$ cat config.mk
export PLATFORM = sky130hd
export DESIGN_NAME = input_event_conditioner
export DESIGN_NICKNAME = d
export VERILOG_FILES = /design/src/rtl/input_event_conditioner.sv
export SDC_FILE = /design/constraint.sdc
export NUM_CORES = 1
export LEC_CHECK = 0
export CAP_MARGIN = 20
export CORE_UTILIZATION = 46
export CTS_CLUSTER_DIAMETER = 150
export DETAILED_ROUTE_END_ITERATION = 7
export GPL_TIMING_DRIVEN = 0
export PLACE_DENSITY = 0.67
export SYNTH_ARGS = -nofsm -noshare
export SYNTH_HDL_FRONTEND = slang
export SYNTH_SLANG_ARGS = --single-unit
$ cat constraint.sdc
create_clock -name clk -period 5.95 [get_ports clk]
set_clock_uncertainty 0.2 [all_clocks]
set_input_delay 0.595 -clock clk [delete_from_list [all_inputs] [get_ports clk]]
set_output_delay 0.595 -clock clk [all_outputs]
set_load 0.1 [all_outputs]
$ cat src/rtl/input_event_conditioner.sv
// rtl/input_event_conditioner.sv - synchronise, debounce, edge-detect and arbitrate slow input levels
//
// Purpose: each of N raw asynchronous levels passes through a SYNC_STAGES-deep
// synchroniser and a debouncer. Accepted level changes matching EDGE_MODE
// (0 rising, 1 falling, 2 both) on unmasked channels latch a pending bit.
// Pending events are handed out one at a time, highest index first, through a
// registered valid/ready output stage.
//
// Ports:
//   clk           clock, rising edge
//   rst_n         asynchronous active-low reset
//   data_in[N]    raw asynchronous levels
//   mask[N]       1 = channel may raise events
//   evt_ready     consumer accepts the held event
//   clr_overflow  clears all overflow bits (a same-cycle new overflow wins)
//   evt_valid     an event is held on evt_onehot/evt_index
//   evt_onehot[N] one-hot channel of the held event
//   evt_index     binary channel index of the held event
//   pending[N]    events latched but not yet presented
//   overflow[N]   sticky: an event was lost on that channel
module input_event_conditioner #(
    parameter int N           = 4,
    parameter int SYNC_STAGES = 3,
    parameter int DB_COUNT    = 2,
    parameter int DB_W        = 8,
    parameter int EDGE_MODE   = 0,
    localparam int IDX_W      = (N > 1) ? $clog2(N) : 1
) (
    input  logic             clk,
    input  logic             rst_n,
    input  logic [N-1:0]     data_in,
    input  logic [N-1:0]     mask,
    input  logic             evt_ready,
    input  logic             clr_overflow,
    output logic             evt_valid,
    output logic [N-1:0]     evt_onehot,
    output logic [IDX_W-1:0] evt_index,
    output logic [N-1:0]     pending,
    output logic [N-1:0]     overflow
);

    logic [N-1:0]     sync_q [SYNC_STAGES];
    logic [N-1:0]     synced;
    logic [N-1:0]     stable_q, stable_d;
    logic [DB_W-1:0]  cnt_q [N];
    logic [DB_W-1:0]  cnt_d [N];
    logic [N-1:0]     db_edge;
    logic [N-1:0]     rise_edge, fall_edge, qual;
    logic [N-1:0]     pending_q, pending_d;
    logic [N-1:0]     overflow_q, overflow_d;
    logic             evt_valid_q, evt_valid_d;
    logic [N-1:0]     evt_onehot_q, evt_onehot_d;
    logic [IDX_W-1:0] evt_index_q, evt_index_d;
    logic             grant_found;
    logic [IDX_W-1:0] grant_idx;
    logic             load;
    logic [N-1:0]     consume;

    assign synced = sync_q[SYNC_STAGES-1];

    // A change is accepted only after the synced level has differed from the
    // stable level for DB_COUNT consecutive cycles; any return resets the count.
    always_comb begin
        stable_d = stable_q;
        db_edge  = '0;
        for (int i = 0; i < N; i++) begin
            cnt_d[i] = '0;
            if (synced[i] != stable_q[i]) begin
                if (cnt_q[i] == DB_W'(DB_COUNT - 1)) begin
                    stable_d[i] = synced[i];
                    db_edge[i]  = 1'b1;
                end else begin
                    cnt_d[i] = cnt_q[i] + 1'b1;
                end
            end
        end
    end

    assign rise_edge = db_edge & synced;
    assign fall_edge = db_edge & ~synced;
    assign qual = mask & ((EDGE_MODE == 0) ? rise_edge :
                          (EDGE_MODE == 1) ? fall_edge : db_edge);

    // Highest set pending bit wins: later loop iterations override earlier ones.
    always_comb begin
        grant_found = 1'b0;
        grant_idx   = '0;
        for (int i = 0; i < N; i++) begin
            if (pending_q[i]) begin
                grant_found = 1'b1;
                grant_idx   = IDX_W'(i);
            end
        end
    end

    assign load    = !evt_valid_q || evt_ready;
    assign consume = (load && grant_found) ? (N'(1) << grant_idx) : '0;

    // A new edge is OR-ed in after the consume clear, so set wins over clear;
    // overflow only when the bit stays pending through this cycle.
    always_comb begin
        pending_d    = (pending_q & ~consume) | qual;
        overflow_d   = (clr_overflow ? '0 : overflow_q) | (qual & pending_q & ~consume);
        evt_valid_d  = evt_valid_q;
        evt_onehot_d = evt_onehot_q;
        evt_index_d  = evt_index_q;
        if (load) begin
            evt_valid_d  = grant_found;
            evt_onehot_d = consume;
            evt_index_d  = grant_found ? grant_idx : '0;
        end
    end

    always_ff @(posedge clk or negedge rst_n) begin
        if (!rst_n) begin
            for (int s = 0; s < SYNC_STAGES; s++) begin
                sync_q[s] <= '0;
            end
            for (int i = 0; i < N; i++) begin
                cnt_q[i] <= '0;
            end
            stable_q     <= '0;
            pending_q    <= '0;
            overflow_q   <= '0;
            evt_valid_q  <= 1'b0;
            evt_onehot_q <= '0;
            evt_index_q  <= '0;
        end else begin
            sync_q[0] <= data_in;
            for (int s = 1; s < SYNC_STAGES; s++) begin
                sync_q[s] <= sync_q[s-1];
            end
            for (int i = 0; i < N; i++) begin
                cnt_q[i] <= cnt_d[i];
            end
            stable_q     <= stable_d;
            pending_q    <= pending_d;
            overflow_q   <= overflow_d;
            evt_valid_q  <= evt_valid_d;
            evt_onehot_q <= evt_onehot_d;
            evt_index_q  <= evt_index_d;
        end
    end

    assign evt_valid  = evt_valid_q;
    assign evt_onehot = evt_onehot_q;
    assign evt_index  = evt_index_q;
    assign pending    = pending_q;
    assign overflow   = overflow_q;

endmodule
==> results.yml, run 1 <==
clock_tree:
  htreeDepth: 3
  postCtsHoldBufs: 0
  post_cts_resized: 0
  cts_buffer_depth: 2
  path_clk_slew_ns: 0.06
  clk_latency_ns: 0.33
  numCtsBuffers: 9
  clockRootBuffer: "clkbuf_8"
  clock-sinks: 63
  cts_tree: "done"
  cts_setup_buffers: 0
floorplanning:
  ios: 27
  start_util: 0.475
  die_area_sq_um: 5990
  core_area_sq_um: 5510
  num_rows: 27
  fp.dieW_um: 77.4
  die_h_um: 77.4
drt:
  firstDrtPassIters: 4
  drc: 0
  wl_um: 4460
  ant_nets: 0
  post_drt_wl_per_cell_um: 12.8
  drtIter0Drc: 78
  vias: 1819
  viasPerCell: 5.23
setup_path:
  cp_slowest_cell: "clkdlybuf4s50_1"
  arrival_ns: 1.99
  cp.required_ns: 5.16
  r2r_cells: 5
  endpoint_kind: "output pin"
  crit_type: "flip-flop to output pin"
  path_max_fanout: 7
  critical_path_buf_inv_count: 1
  max_stage_delay_ns: 1.19
  cp_top_family: "buffers and inverters"
  start_kind: "flip-flop"
  crit_chain: "clkdlybuf4s50_1"
  worstSetupPathDepth: 1
power_and_ir_drop:
  leakage_uw: 0.00134
  p_int_uw: 759
  p_seq_frac: 0.450
  max-vdd-ir-drop_uv: 221
  p_clk_frac: 0.256
  p_switching_uw: 442
  p_per_area_nw_per_um2: 383
  p_sw_frac: 0.368
  pwr-share-comb: 0.294
global_route:
  grtUsageMet1: 0.226
  grt.total_usage: 0.172
  grt_pass1_vias: 1735
  grt_overflow: 0
  grt_first_pass_wirelength_um: 7870
  use_met2: 0.254
  grt_start_max_net_pins: 42
  grt_util_met3: 0.0435
  antenna_found_initial: 0
  top_usage_layer: "met2"
logic_synthesis:
  yosysWarnings: 0
  synth_area_per_cell_sq_um: 11.2
  ys_seq_elements: 63
  synth_cell_types: 30
  syn_nets: 254
  synth_area_sq_um: 2620
  synth_cells: 234
  yosysSeqAreaShare: 0.603
placed_design:
  port_buffers: 26
  gp_congestion: 0.741
  hpwl_um: 3070
  place_area_sq_um: 2980
sta:
  max_clock_freq_ghz: 0.359
  fin_crit_sh: 0.468
  worst_slew_pin_slew_ns: 0.969
  post-route-min-period_ns: 2.78
  setup_viol: 0
  setup_tns_ns: 0
  rsz0062_at_grt: "false"
  slew_headroom: 0.352
  final-max-slew-violation-count: 0
  hold_viol: 0
finish:
  final_cell_mix: "dfrtp_1, clkdlybuf4s50_1, nor2_1, nand2_1"
  layout_commonest_cell: "dfrtp_1"
  n_antenna_cell: 0
  fin_area_sq_um: 3140
  fin_nets: 292
  drive_gt1_frac: 0.0797
  syn_to_final_growth_pct: 20.0
run_status:
  status: "complete, no violations"
flow_run:
  maxCapViolations: 0
min_path:
  min_path_type: "primary input to async pin"
-- sequential cells by signal, summed over array words and instances (netlist names) --
name,flops
cnt_q,32
sync_q,8
evt_onehot,4
overflow,4
pending,4
stable_q,4
synced,4
evt_index,2
evt_valid,1
-- path summary, 6_finish.rpt --
kind,startpoint,endpoint,slack [ns]
max,pending[2],pending[2],3.17
min,rst_n,cnt_q[10],0.03
max reg2reg,cnt_q[1],cnt_q[2],3.88
min reg2reg,sync_q[8],sync_q[4],0.15
max in group asynchronous,rst_n,pending[0],4.92
min in group clk,sync_q[8],sync_q[4],0.15
-- power by group through the flow --
| stage | clock network (uW) | logic [uW] | registers [uW] |
|---|---|---|---|
| after CTS | 318 | 358 | 541 |
| after global placement | 0 | 347 | 547 |
| final | 308 | 353 | 541 |
| after global routing | 339 | 384 | 551 |
| after detailed placement | 0 | 358 | 549 |
| after floorplan | 0 | 154 | 653 |
-- routing by layer --
layer / wire (um) / part of all wire / vias to the layer above
li1: - / - / 897
met1: 2220 / 0.50 / 882
met2: 2020 / 0.45 / 32
met3: 123 / 0.028 / 8
met4: 96 / 0.022 / 0
met5: 0 / 0 / -
-- logic make-up (layout without fill, tap and decap cells) --
family,after synthesis,after routing,synth area share
AO/OA/AOI/OAI,46,46,0.108
XOR/XNOR,16,16,0.0536
adder cells (fa/ha/maj),8,8,0.0383
buffers and inverters,11,53,0.0158
flip-flops,63,63,0.603
multiplexers,4,4,0.0172
AND/OR/NAND/NOR,86,86,0.164
-- metrics by stage --
step                      hold slack, ns  power, uW   util  worst slack, ns  instances
final                             0.0320       1200  0.570             3.17        348
after global routing              0.0619       1270  0.570             3.10        348
after floorplan                   0.0994        807      -             3.88        234
after CTS                         0.0377       1220  0.570             3.15        348
after detailed placement           0.136        907  0.541             3.52        333
after global placement             0.132        894  0.539             2.07        332
-- synth_stat cells (all sizes together) --
master / instances / area share
a21o: 2 / 0.0057
a21oi: 14 / 0.027
a22o: 1 / 0.0033
a31o: 1 / 0.0033
clkbuf: 2 / 0.0029
dfrtp: 63 / 0.60
ha: 8 / 0.038
inv: 9 / 0.013
mux2: 4 / 0.017
nand2: 20 / 0.029
nand2b: 3 / 0.0072
nand3: 15 / 0.029
nand4: 3 / 0.0072
nor2: 22 / 0.032
nor2b: 1 / 0.0024
nor3: 4 / 0.0077
nor4: 1 / 0.0024
nor4b: 2 / 0.0067
o21ai: 16 / 0.031
o22ai: 1 / 0.0048
o31ai: 7 / 0.020
o41ai: 4 / 0.013
or3: 12 / 0.029
or4: 2 / 0.0072
or4b: 1 / 0.0053
xnor2: 7 / 0.023
xor2: 9 / 0.030
-- worst register-to-register path: cells and delay by family, from the launching register on --
family	cells	cell delay (ns)
adder cells (fa/ha/maj)	1	0.14
AND/OR/NAND/NOR	2	0.58
buffers and inverters	1	0.08
AO/OA/AOI/OAI	1	0.50
flip-flops	1	0.43
-- layout make-up --
type                    instances  area [sq um]
fillers                       483          2370
flip-flops and latches         63          1580
multi-input cells             160           997
repair buffers                 27           275
clock buffers                  14           153
well taps                      72          90.1
inverters                       9          33.8
plain buffers                   2          7.51
clock inverters                 1          5.00
Note: power is estimated with default switching activity, not from simulation.
==> run 2, diff against run 1 <==
- PLACE_DENSITY: 0.67 -> 0.69
- clock period: 5.95 -> 2.46 ns (I/O delays scaled with it)
==> run 2 against run 1 <==
  * Worst setup slack worse by 3.1 ns
  * Global-route usage about the same
  * Critical path type unchanged
  * Critical endpoint is now pending[1]
  * Sequential share of layout area down 1.0 points
  * Design area up 2.0%
==> results.yml, run 2 (synthesized netlist as in run 1, its figures left out) <==
run_status:
  status: "complete, no violations"
power_and_ir_drop:
  finalPower_uw: 3090
  leakage_uw: 0.00139
  p_per_area_nw_per_um2: 964
  max-vdd-ir-drop_uv: 506
global_route:
  grt.total_usage: 0.171
  grt_start_max_net_pins: 34
  grt_pass1_vias: 1743
  antenna_found_initial: 0
  grt_overflow: 0
  grt_first_pass_wirelength_um: 7780
clock_tree:
  cts_buffer_depth: 2
  path_clk_slew_ns: 0.07
  clock-sinks: 63
  cts_tree: "done"
  htreeDepth: 3
  cts_setup_buffers: 0
  clockRootBuffer: "clkbuf_8"
  numCtsBuffers: 9
  clk_latency_ns: 0.33
drt:
  firstDrtPassIters: 4
  ant_nets: 0
  drc: 0
  highest_layer: "met4"
  met3_length_um: 155
  post_drt_wl_per_cell_um: 12.5
  wl_um: 4360
  dr_wl_met2_um: 2020
  drtIter0Drc: 86
  m1WireLength_um: 2110
  vias: 1799
  viasPerCell: 5.14
sta:
  worst_slew_pin_slew_ns: 0.995
  slew_headroom: 0.334
  final-max-slew-violation-count: 0
  hold_viol: 0
  fin_crit_sh: 0.969
  rsz0062_at_grt: "false"
  max_clock_freq_ghz: 0.419
  setup_tns_ns: 0
  post-route-min-period_ns: 2.38
  setup_viol: 0
floorplanning:
  die_h_um: 77.4
  core_area_sq_um: 5510
  num_rows: 27
  fp.dieW_um: 77.4
  ios: 27
  die_area_sq_um: 5990
  start_util: 0.475
min_path:
  min_path_type: "flip-flop to flip-flop"
setup_path:
  cp.required_ns: 2.01
  start_kind: "flip-flop"
  cp_slowest_cell: "clkdlybuf4s50_1"
  path_max_fanout: 6
  crit_type: "flip-flop to output pin"
  crit_chain: "clkdlybuf4s50_1"
  arrival_ns: 1.94
  cp_top_family: "buffers and inverters"
  max_stage_delay_ns: 1.16
  endpoint_kind: "output pin"
  critical_path_buf_inv_count: 1
finish:
  regMostFlops: "cnt_q"
  fin_nets: 293
  drive_gt1_frac: 0.0935
  largest_register_ffs: 32
  n_antenna_cell: 0
  layout_commonest_cell: "dfrtp_1"
  final_cell_mix: "dfrtp_1, clkdlybuf4s50_1, nor2_1, nand2_1"
  reg_top3: "cnt_q (32), sync_q (8)"
  syn_to_final_growth_pct: 22.4
  final_core_util: 0.581
flow_run:
  maxCapViolations: 0
placed_design:
  hpwl_um: 3040
  gp_congestion: 0.761
  port_buffers: 26
[run 2: path summary, 6_finish.rpt]
check / endpoint / cells after the start / start / slack [ns]
max in group asynchronous: sync_q[7] / 3 / rst_n / 1.13
setup / recovery: pending[1] / 1 / pending[1] / 0.08
min in group asynchronous: cnt_q[10] / 2 / rst_n / 0.32
hold / removal: sync_q[6] / 0 / sync_q[10] / 0.15
setup reg to reg: cnt_q[2] / 5 / cnt_q[1] / 0.42
hold reg to reg: sync_q[6] / 0 / sync_q[10] / 0.15
[run 2: per-layer routing]
| layer | up-vias | GRT usage |
|---|---|---|
| met5 | - | 0 |
| met2 | 34 | 0.253 |
| met1 | 850 | 0.223 |
| met4 | 0 | 0.0962 |
| li1 | 908 | - |
| met3 | 7 | 0.0541 |
[run 2: layout make-up]
class | count | area (sq um)
clock inverters | 3 | 40.0
flip-flops and latches | 63 | 1580
inverters | 9 | 33.8
fillers | 448 | 2300
well taps | 72 | 90.1
plain buffers | 2 | 7.51
clock buffers | 13 | 169
repair buffers | 28 | 288
multi-input cells | 160 | 997
[run 2: through the flow]
| step | instance area [sq um] | hold WS, ns | setup slack [ns] | cells |
|---|---|---|---|---|
| after CTS | 3200 | 0.134 | 0.0231 | 350 |
| after floorplan | 2620 | -0.250 | 0.393 | 234 |
| after global placement | 2970 | 0.131 | -1.06 | 332 |
| after global routing | 3200 | 0.128 | 0.0131 | 350 |
| after detailed placement | 2980 | 0.135 | 0.396 | 333 |
| final | 3200 | 0.146 | 0.0759 | 350 |
[run 2: where the power goes]
| group | total, uW | switching, uW | internal, uW |
|---|---|---|---|
| sequential | 1310 | 137 | 1170 |
| clock | 928 | 380 | 548 |
| combinational | 847 | 575 | 272 |
| total | 3090 | 1090 | 1990 |
[run 2: what timing repair did]
action / 4_1_cts / 5_1_grt
hold buffers: 1 / 0
endpoints found under the setup margin: 0 / 1
endpoints found under the hold margin: 32 / 0
resized for setup: 0 / 1
